## config.mk

```make
export PLATFORM = sky130hd
export DESIGN_NAME = mul_unit_iter
export DESIGN_NICKNAME = d
export VERILOG_FILES = /design/src/rtl/mul_unit_iter.sv
export SDC_FILE = /design/constraint.sdc
export NUM_CORES = 2
export LEC_CHECK = 0
export CAP_MARGIN = 20
export CORE_ASPECT_RATIO = 1.4
export CORE_UTILIZATION = 30
export CTS_BUF_LIST = sky130_fd_sc_hd__clkbuf_2 sky130_fd_sc_hd__clkbuf_4 sky130_fd_sc_hd__clkbuf_8
export DETAILED_ROUTE_END_ITERATION = 16
export DONT_BUFFER_PORTS = 1
export RECOVER_POWER = 25
export SYNTH_ARGS = -nofsm -noshare
export SYNTH_HDL_FRONTEND = slang
export SYNTH_SLANG_ARGS = --single-unit
```

## constraint.sdc

```tcl
create_clock -name clk -period 14.1 [get_ports clk]
set_input_delay 1.41 -clock clk [delete_from_list [all_inputs] [get_ports clk]]
set_output_delay 1.41 -clock clk [all_outputs]
set_load 0.02 [all_outputs]
```

## src/rtl/mul_unit_iter.sv

```systemverilog
// mul_unit_iter: iterative shift-add multiplier for the EX stage.
// Handles RV64M MUL, MULH, MULHSU and MULHU. Each CALC cycle consumes
// BITS_PER_CYCLE multiplier bits. Operands are reduced to magnitudes on
// entry, and the sign is applied once in FIX.
// Optional build macro: MUL_EARLY_TERMINATE_EN. When defined, CALC ends as
// soon as the remaining multiplier bits are all zero.
module mul_unit_iter #(
  parameter int DATA_W         = 64,
  parameter int BITS_PER_CYCLE = 4,
  parameter int REG_ADDR_W     = 5
) (
  input  logic                  clk,
  input  logic                  arst_n,
  input  logic                  enable,
  input  logic                  flush,
  input  logic                  in_valid,
  output logic                  in_ready,
  input  logic [1:0]            op,
  input  logic [DATA_W-1:0]     rs1_data,
  input  logic [DATA_W-1:0]     rs2_data,
  input  logic [REG_ADDR_W-1:0] rd_in,
  output logic                  out_valid,
  input  logic                  out_ready,
  output logic [DATA_W-1:0]     result,
  output logic [REG_ADDR_W-1:0] rd_out,
  output logic                  busy
);

  localparam int N      = DATA_W / BITS_PER_CYCLE;
  localparam int CNT_W  = $clog2(N + 1);
  localparam int LOG_B  = $clog2(BITS_PER_CYCLE);
  localparam int SH_W   = $clog2(2 * DATA_W);
  localparam int ACC_W  = 2 * DATA_W;
  localparam int PROD_W = DATA_W + BITS_PER_CYCLE;

  localparam logic [CNT_W-1:0] LAST_CNT = CNT_W'(N - 1);

  localparam logic [1:0] OP_MUL    = 2'b00;
  localparam logic [1:0] OP_MULH   = 2'b01;
  localparam logic [1:0] OP_MULHSU = 2'b10;

  typedef enum logic [1:0] {
    IDLE = 2'b00,
    CALC = 2'b01,
    FIX  = 2'b10,
    DONE = 2'b11
  } state_t;

  state_t                  state_q, state_d;
  logic [CNT_W-1:0]        count_q, count_d;
  logic [DATA_W-1:0]       mcand_q, mcand_d;
  logic [DATA_W-1:0]       mplier_q, mplier_d;
  logic [ACC_W-1:0]        acc_q, acc_d;
  logic                    neg_q, neg_d;
  logic                    hi_q, hi_d;
  logic [REG_ADDR_W-1:0]   rd_q, rd_d;
  logic [DATA_W-1:0]       result_q, result_d;
  logic [REG_ADDR_W-1:0]   rd_out_q, rd_out_d;

  // Operand preparation signals (combinational from the input bus)
  logic                    rs1_signed, rs2_signed;
  logic                    rs1_neg, rs2_neg;
  logic [DATA_W-1:0]       rs1_mag, rs2_mag;

  // Datapath signals
  logic [BITS_PER_CYCLE-1:0] digit;
  logic [PROD_W-1:0]         mcand_ext, digit_ext, prod;
  logic [SH_W-1:0]           shamt;
  logic [ACC_W-1:0]          pp;
  logic [ACC_W-1:0]          acc_sum;
  logic [DATA_W-1:0]         mplier_shift;
  logic [ACC_W-1:0]          acc_fix;
  logic [DATA_W-1:0]         fix_sel;
  logic                      calc_last;

  // Sign classification and magnitude extraction of incoming operands.
  // Negating in DATA_W bits is exact for the most-negative value too:
  // -0x8000... wraps to 0x8000..., which is its magnitude read as unsigned.
  always_comb begin
    rs1_signed = (op == OP_MULH) || (op == OP_MULHSU);
    rs2_signed = (op == OP_MULH);
    rs1_neg    = rs1_signed && rs1_data[DATA_W-1];
    rs2_neg    = rs2_signed && rs2_data[DATA_W-1];
    rs1_mag    = rs1_neg ? (~rs1_data + DATA_W'(1)) : rs1_data;
    rs2_mag    = rs2_neg ? (~rs2_data + DATA_W'(1)) : rs2_data;
  end

  // Shift-add datapath: one multiplier digit times the multiplicand,
  // placed at the digit's weight and added into the accumulator.
  always_comb begin
    digit        = mplier_q[BITS_PER_CYCLE-1:0];
    mcand_ext    = {{BITS_PER_CYCLE{1'b0}}, mcand_q};
    digit_ext    = {{DATA_W{1'b0}}, digit};
    prod         = mcand_ext * digit_ext;
    shamt        = SH_W'(count_q) << LOG_B;
    pp           = {{(ACC_W-PROD_W){1'b0}}, prod} << shamt;
    acc_sum      = acc_q + pp;
    mplier_shift = mplier_q >> BITS_PER_CYCLE;
    acc_fix      = neg_q ? (~acc_q + ACC_W'(1)) : acc_q;
    fix_sel      = hi_q ? acc_fix[ACC_W-1:DATA_W] : acc_fix[DATA_W-1:0];
  end

  // Decide whether the current CALC cycle is the final one
  always_comb begin
    calc_last = (count_q == LAST_CNT);
`ifdef MUL_EARLY_TERMINATE_EN
    if (mplier_shift == '0) begin
      calc_last = 1'b1;
    end
`endif
  end

  // Next-state and register-update logic; flush overrides everything
  always_comb begin
    state_d  = state_q;
    count_d  = count_q;
    mcand_d  = mcand_q;
    mplier_d = mplier_q;
    acc_d    = acc_q;
    neg_d    = neg_q;
    hi_d     = hi_q;
    rd_d     = rd_q;
    result_d = result_q;
    rd_out_d = rd_out_q;

    if (flush) begin
      state_d = IDLE;
    end else if (enable) begin
      unique case (state_q)
        IDLE: begin
          if (in_valid) begin
            mcand_d  = rs1_mag;
            mplier_d = rs2_mag;
            neg_d    = rs1_neg ^ rs2_neg;
            hi_d     = (op != OP_MUL);
            rd_d     = rd_in;
            acc_d    = '0;
            count_d  = '0;
            state_d  = CALC;
          end
        end
        CALC: begin
          acc_d    = acc_sum;
          mplier_d = mplier_shift;
          count_d  = count_q + CNT_W'(1);
          if (calc_last) begin
            state_d = FIX;
          end
        end
        FIX: begin
          result_d = fix_sel;
          rd_out_d = rd_q;
          state_d  = DONE;
        end
        DONE: begin
          if (out_ready) begin
            state_d = IDLE;
          end
        end
        default: state_d = IDLE;
      endcase
    end
  end

  // State and datapath registers with asynchronous clear
  always_ff @(posedge clk or negedge arst_n) begin
    if (!arst_n) begin
      state_q  <= IDLE;
      count_q  <= '0;
      mcand_q  <= '0;
      mplier_q <= '0;
      acc_q    <= '0;
      neg_q    <= 1'b0;
      hi_q     <= 1'b0;
      rd_q     <= '0;
      result_q <= '0;
      rd_out_q <= '0;
    end else begin
      state_q  <= state_d;
      count_q  <= count_d;
      mcand_q  <= mcand_d;
      mplier_q <= mplier_d;
      acc_q    <= acc_d;
      neg_q    <= neg_d;
      hi_q     <= hi_d;
      rd_q     <= rd_d;
      result_q <= result_d;
      rd_out_q <= rd_out_d;
    end
  end

  // Status outputs decode directly from the state register
  always_comb begin
    in_ready  = (state_q == IDLE);
    out_valid = (state_q == DONE);
    busy      = (state_q != IDLE);
    result    = result_q;
    rd_out    = rd_out_q;
  end

endmodule
```

==> summary.md <==
| Metric | Value |
|---|---|
| Number of I/O pins | `213` |
| Fin nets | `5762` |
| Worst IR Drop VDD | `0.109 mV` |
| Via density | `5.61` |
| Synth Cell Area | `40500 um^2` |
| CTS tree | `yes` |
| Crit path required time | `14710 ps` |
| Crit. End Element | `register` |
| Grt met3 use | `4.11%` |
| Setup CP Type | `reg -> reg` |
| Gr usage total | `24.2%` |
| Syn nets | `5960` |
| Slew margin rel. | `23.6%` |
| Final Hold Vio Count | `0` |
| HP Class | `in -> async` |
| First-pass GRT wire length | `251000 um` |
| Most used routing layer | `met2` |
| Ys async rst share | `100%` |
| Sw Ratio | `59.9%` |
| Routability cong. | `1.05` |
| Maxcap violations | `0` |
| Core Rows | `159` |
| Count of pins over their slew limit | `0` |
| Combinational share of power | `74.5%` |
| Fmax | `82.3 MHz` |
| Cts repair resizes | `0` |
| Leakage power | `19.4 nW` |
| Post-CTS Hold Fix Bufs | `0` |
| CP max stage cell | `a2111oi_0` |
| Die X | `313 um` |
| Crit path DAT | `12760 ps` |
| Top post-synthesis cells by area | `dfrtp_1 21%, o21ai_0 7.7%, ha_1 6.8%` |
| Cts bufs inserted | `68` |
| Crit path launch | `mplier_q[3]` |
| Status | `completed` |
| Top cell type's share of synthesized area | `20.9%` |
| Fin Setup TNS | `0 ps` |
| Worst Skew | `56.0 ps` |
| Int Pwr | `4.64 mW` |
| Least-Margin Pin Slew | `1140 ps` |
| Clock sink total | `339` |
| R2r startpoint | `mplier_q[3]` |
| Die H | `437 um` |
| Avg WL per Cell | `23.6 um` |
| # H-tree levels | `3` |
| Fillers | `14500` |
| Post-synth EDFFs | `0` |
| Initial Util | `30.2%` |
| Vias in the first global route | `39300` |
| HPWL Detailed | `134000 um` |
| CTS root buf | `clkbuf_8` |
| Most used cell, CP | `o21ai_0` |
| Router iterations before antenna repair | `5` |
| Number of remaining DRC errors | `0` |
| Met1 Use GR | `26.6%` |
| Mapped Avg Cell Area | `7.40 um^2` |
| Total gr overflow | `0` |
| Longest Clk Path Bufs | `3` |
| Layout area overhead | `7.43%` |
| Sequential area share after synthesis | `20.9%` |
| Startpoint types | `register` |
| Largest net degree at the start of global routing | `340` |
| Pwr Total | `11.6 mW` |
| Initial antenna violation count | `3` |
| Switch Pwr | `6.93 mW` |
| Syn Inst Count | `5475` |
| Core Area | `134000 um^2` |
| Yosys warns | `0` |
| Most frequent cells in the layout | `691 x nand2_1, 626 x o21ai_0, 441 x a21oi_1` |
| Minimum clock period | `12140 ps` |
| Ratio of cells with drive above 1 in the final layout | `5.58%` |
| Synthesis-stage register bit count | `339` |
| Synth unique cells | `88` |
| Initial DRC count | `2746` |
| Largest stage delay on the critical path | `880 ps` |
| Top_reg_cell synth | `dfrtp_1` |
| Max FO, Critical Path | `37` |
| Die area | `137000 um^2` |
| Area leader, netlist | `dfrtp_1` |
| Post-CTS Setup Inserts | `0` |
| Clock transition at path regs | `60 ps` |
| Clk pwr share | `10.1%` |
| Register share of total power | `15.5%` |
| PwrDens | `266 nW/um^2` |
| Most common cell after layout, fill and taps aside | `nand2_1` |
| Vias | `39800` |
| Clock Latency Late Sink | `800 ps` |
| Final worst-path cycle share | `86.1%` |
| Final setup fails | `0` |
| Unrepaired setup endpoints after global routing | `false` |
| GRT met2 Usage | `42.0%` |
| DRT antenna net count | `0` |
| Routed WL | `168000 um` |
| Number of I/O port buffers | `0` |
## stage by stage
stage | utilization, % | instance area [um^2] | setup slack, ps | cells | hold WS (ps)
finish | 32.4 | 43500 | 1960 | 7101 | 404
global route | 32.4 | 43500 | 1420 | 7099 | 328
CTS | 32.4 | 43500 | 2070 | 7094 | 268
detailed placement | 31.3 | 42000 | 2160 | 6974 | 471
global placement | 31.3 | 42000 | 2500 | 6972 | 460
floorplan | - | 40500 | 5440 | 5475 | 446
## logic make-up after synthesis
family | synth area share (%)
AOI/OAI and AO/OA | 24.9
adders and majority gates | 12.9
buffers and inverters | 6.14
DFF | 20.9
muxes | 3.31
and+or+nand+nor | 22.6
xor gates and xnor gates | 9.17
## sequential cells by signal, indices dropped and copies added, names as in the netlist, 2 cells and up
name,count
mcand_q,64
acc_q,128
result,64
rd_q,5
state_q,2
rd_out,5
mplier_q,64
count_q,5
## path summary, 6_finish.rpt
check / end / slack, ps / cells after the start
setup / recovery: acc_q[118] / 1960 / 33
hold reg to reg: mplier_q[9] / 480 / 2
max in group asynchronous: rd_q[2] / 12940 / 0
min in group clk: mplier_q[9] / 480 / 2
setup reg to reg: acc_q[118] / 1960 / 33
hold / removal: acc_q[1] / 400 / 0
## per-layer routing
metal  part of all wire, %  up-vias
li1                      -    18900
met1                    38    19200
met2                    49     1277
met3                   5.3      443
met4                   8.0        2
met5                 0.010        -
## power by group through the flow
stage	Sequential [mW]	Combinational, mW	Clock [mW]
floorplan	1.61	5.52	0
global placement	1.80	8.35	0
global route	1.85	9.28	1.24
CTS	1.80	8.41	1.21
finish	1.79	8.62	1.17
detailed placement	1.81	8.37	0
## Yosys cell counts (14+ instances only)
| cell type | count |
|---|---|
| nor2b_1 | 18 |
| o22ai_1 | 19 |
| dfrtp_1 | 339 |
| nor4_1 | 40 |
| xnor2_1 | 209 |
| or2_2 | 21 |
| inv_1 | 327 |
| fa_1 | 125 |
| nand2b_1 | 30 |
| o221ai_1 | 18 |
| ha_1 | 219 |
| o21ai_0 | 626 |
| buf_1 | 24 |
| a31oi_1 | 36 |
| nand4_1 | 84 |
| o41ai_1 | 36 |
| nor2_1 | 401 |
| o21a_1 | 21 |
| or3_1 | 50 |
| a21oi_1 | 441 |
| clkbuf_1 | 305 |
| nand2_1 | 692 |
| a221oi_1 | 18 |
| mux2i_1 | 79 |
| and3_1 | 37 |
| a211oi_1 | 33 |
| xor2_1 | 215 |
| mux2_2 | 41 |
| o211ai_1 | 15 |
| o21bai_1 | 58 |
| o31ai_1 | 87 |
| a22oi_1 | 14 |
| a21o_1 | 115 |
| nor3_1 | 75 |
| nand3_1 | 154 |
| or4_1 | 36 |
| and2_1 | 227 |
## critical path: cells and delay by family (launching register included)
| family | cells | cell delay, ps |
|---|---|---|
| compound gates | 17 | 6400 |
| flops | 1 | 820 |
| xor+xnor | 2 | 500 |
| simple gates | 6 | 1280 |
| fa+ha+maj | 4 | 2050 |
| mux | 1 | 210 |
| buf+inv | 3 | 640 |
## cell type report
| cell class | count | area [um^2] | area share (%) |
|---|---|---|---|
| diodes | 3 | 7.51 | 0.0173 |
| clock inverters | 21 | 215 | 0.495 |
| clock buffers | 99 | 1270 | 2.92 |
| flip-flops and latches | 339 | 8500 | 19.5 |
| repair buffers | 62 | 474 | 1.09 |
| well taps | 1771 | 2220 | 5.09 |
| multi-input cells | 4476 | 29600 | 68.0 |
| inverters | 330 | 1240 | 2.85 |
No activity file was read; power rests on OpenSTA's default activity.
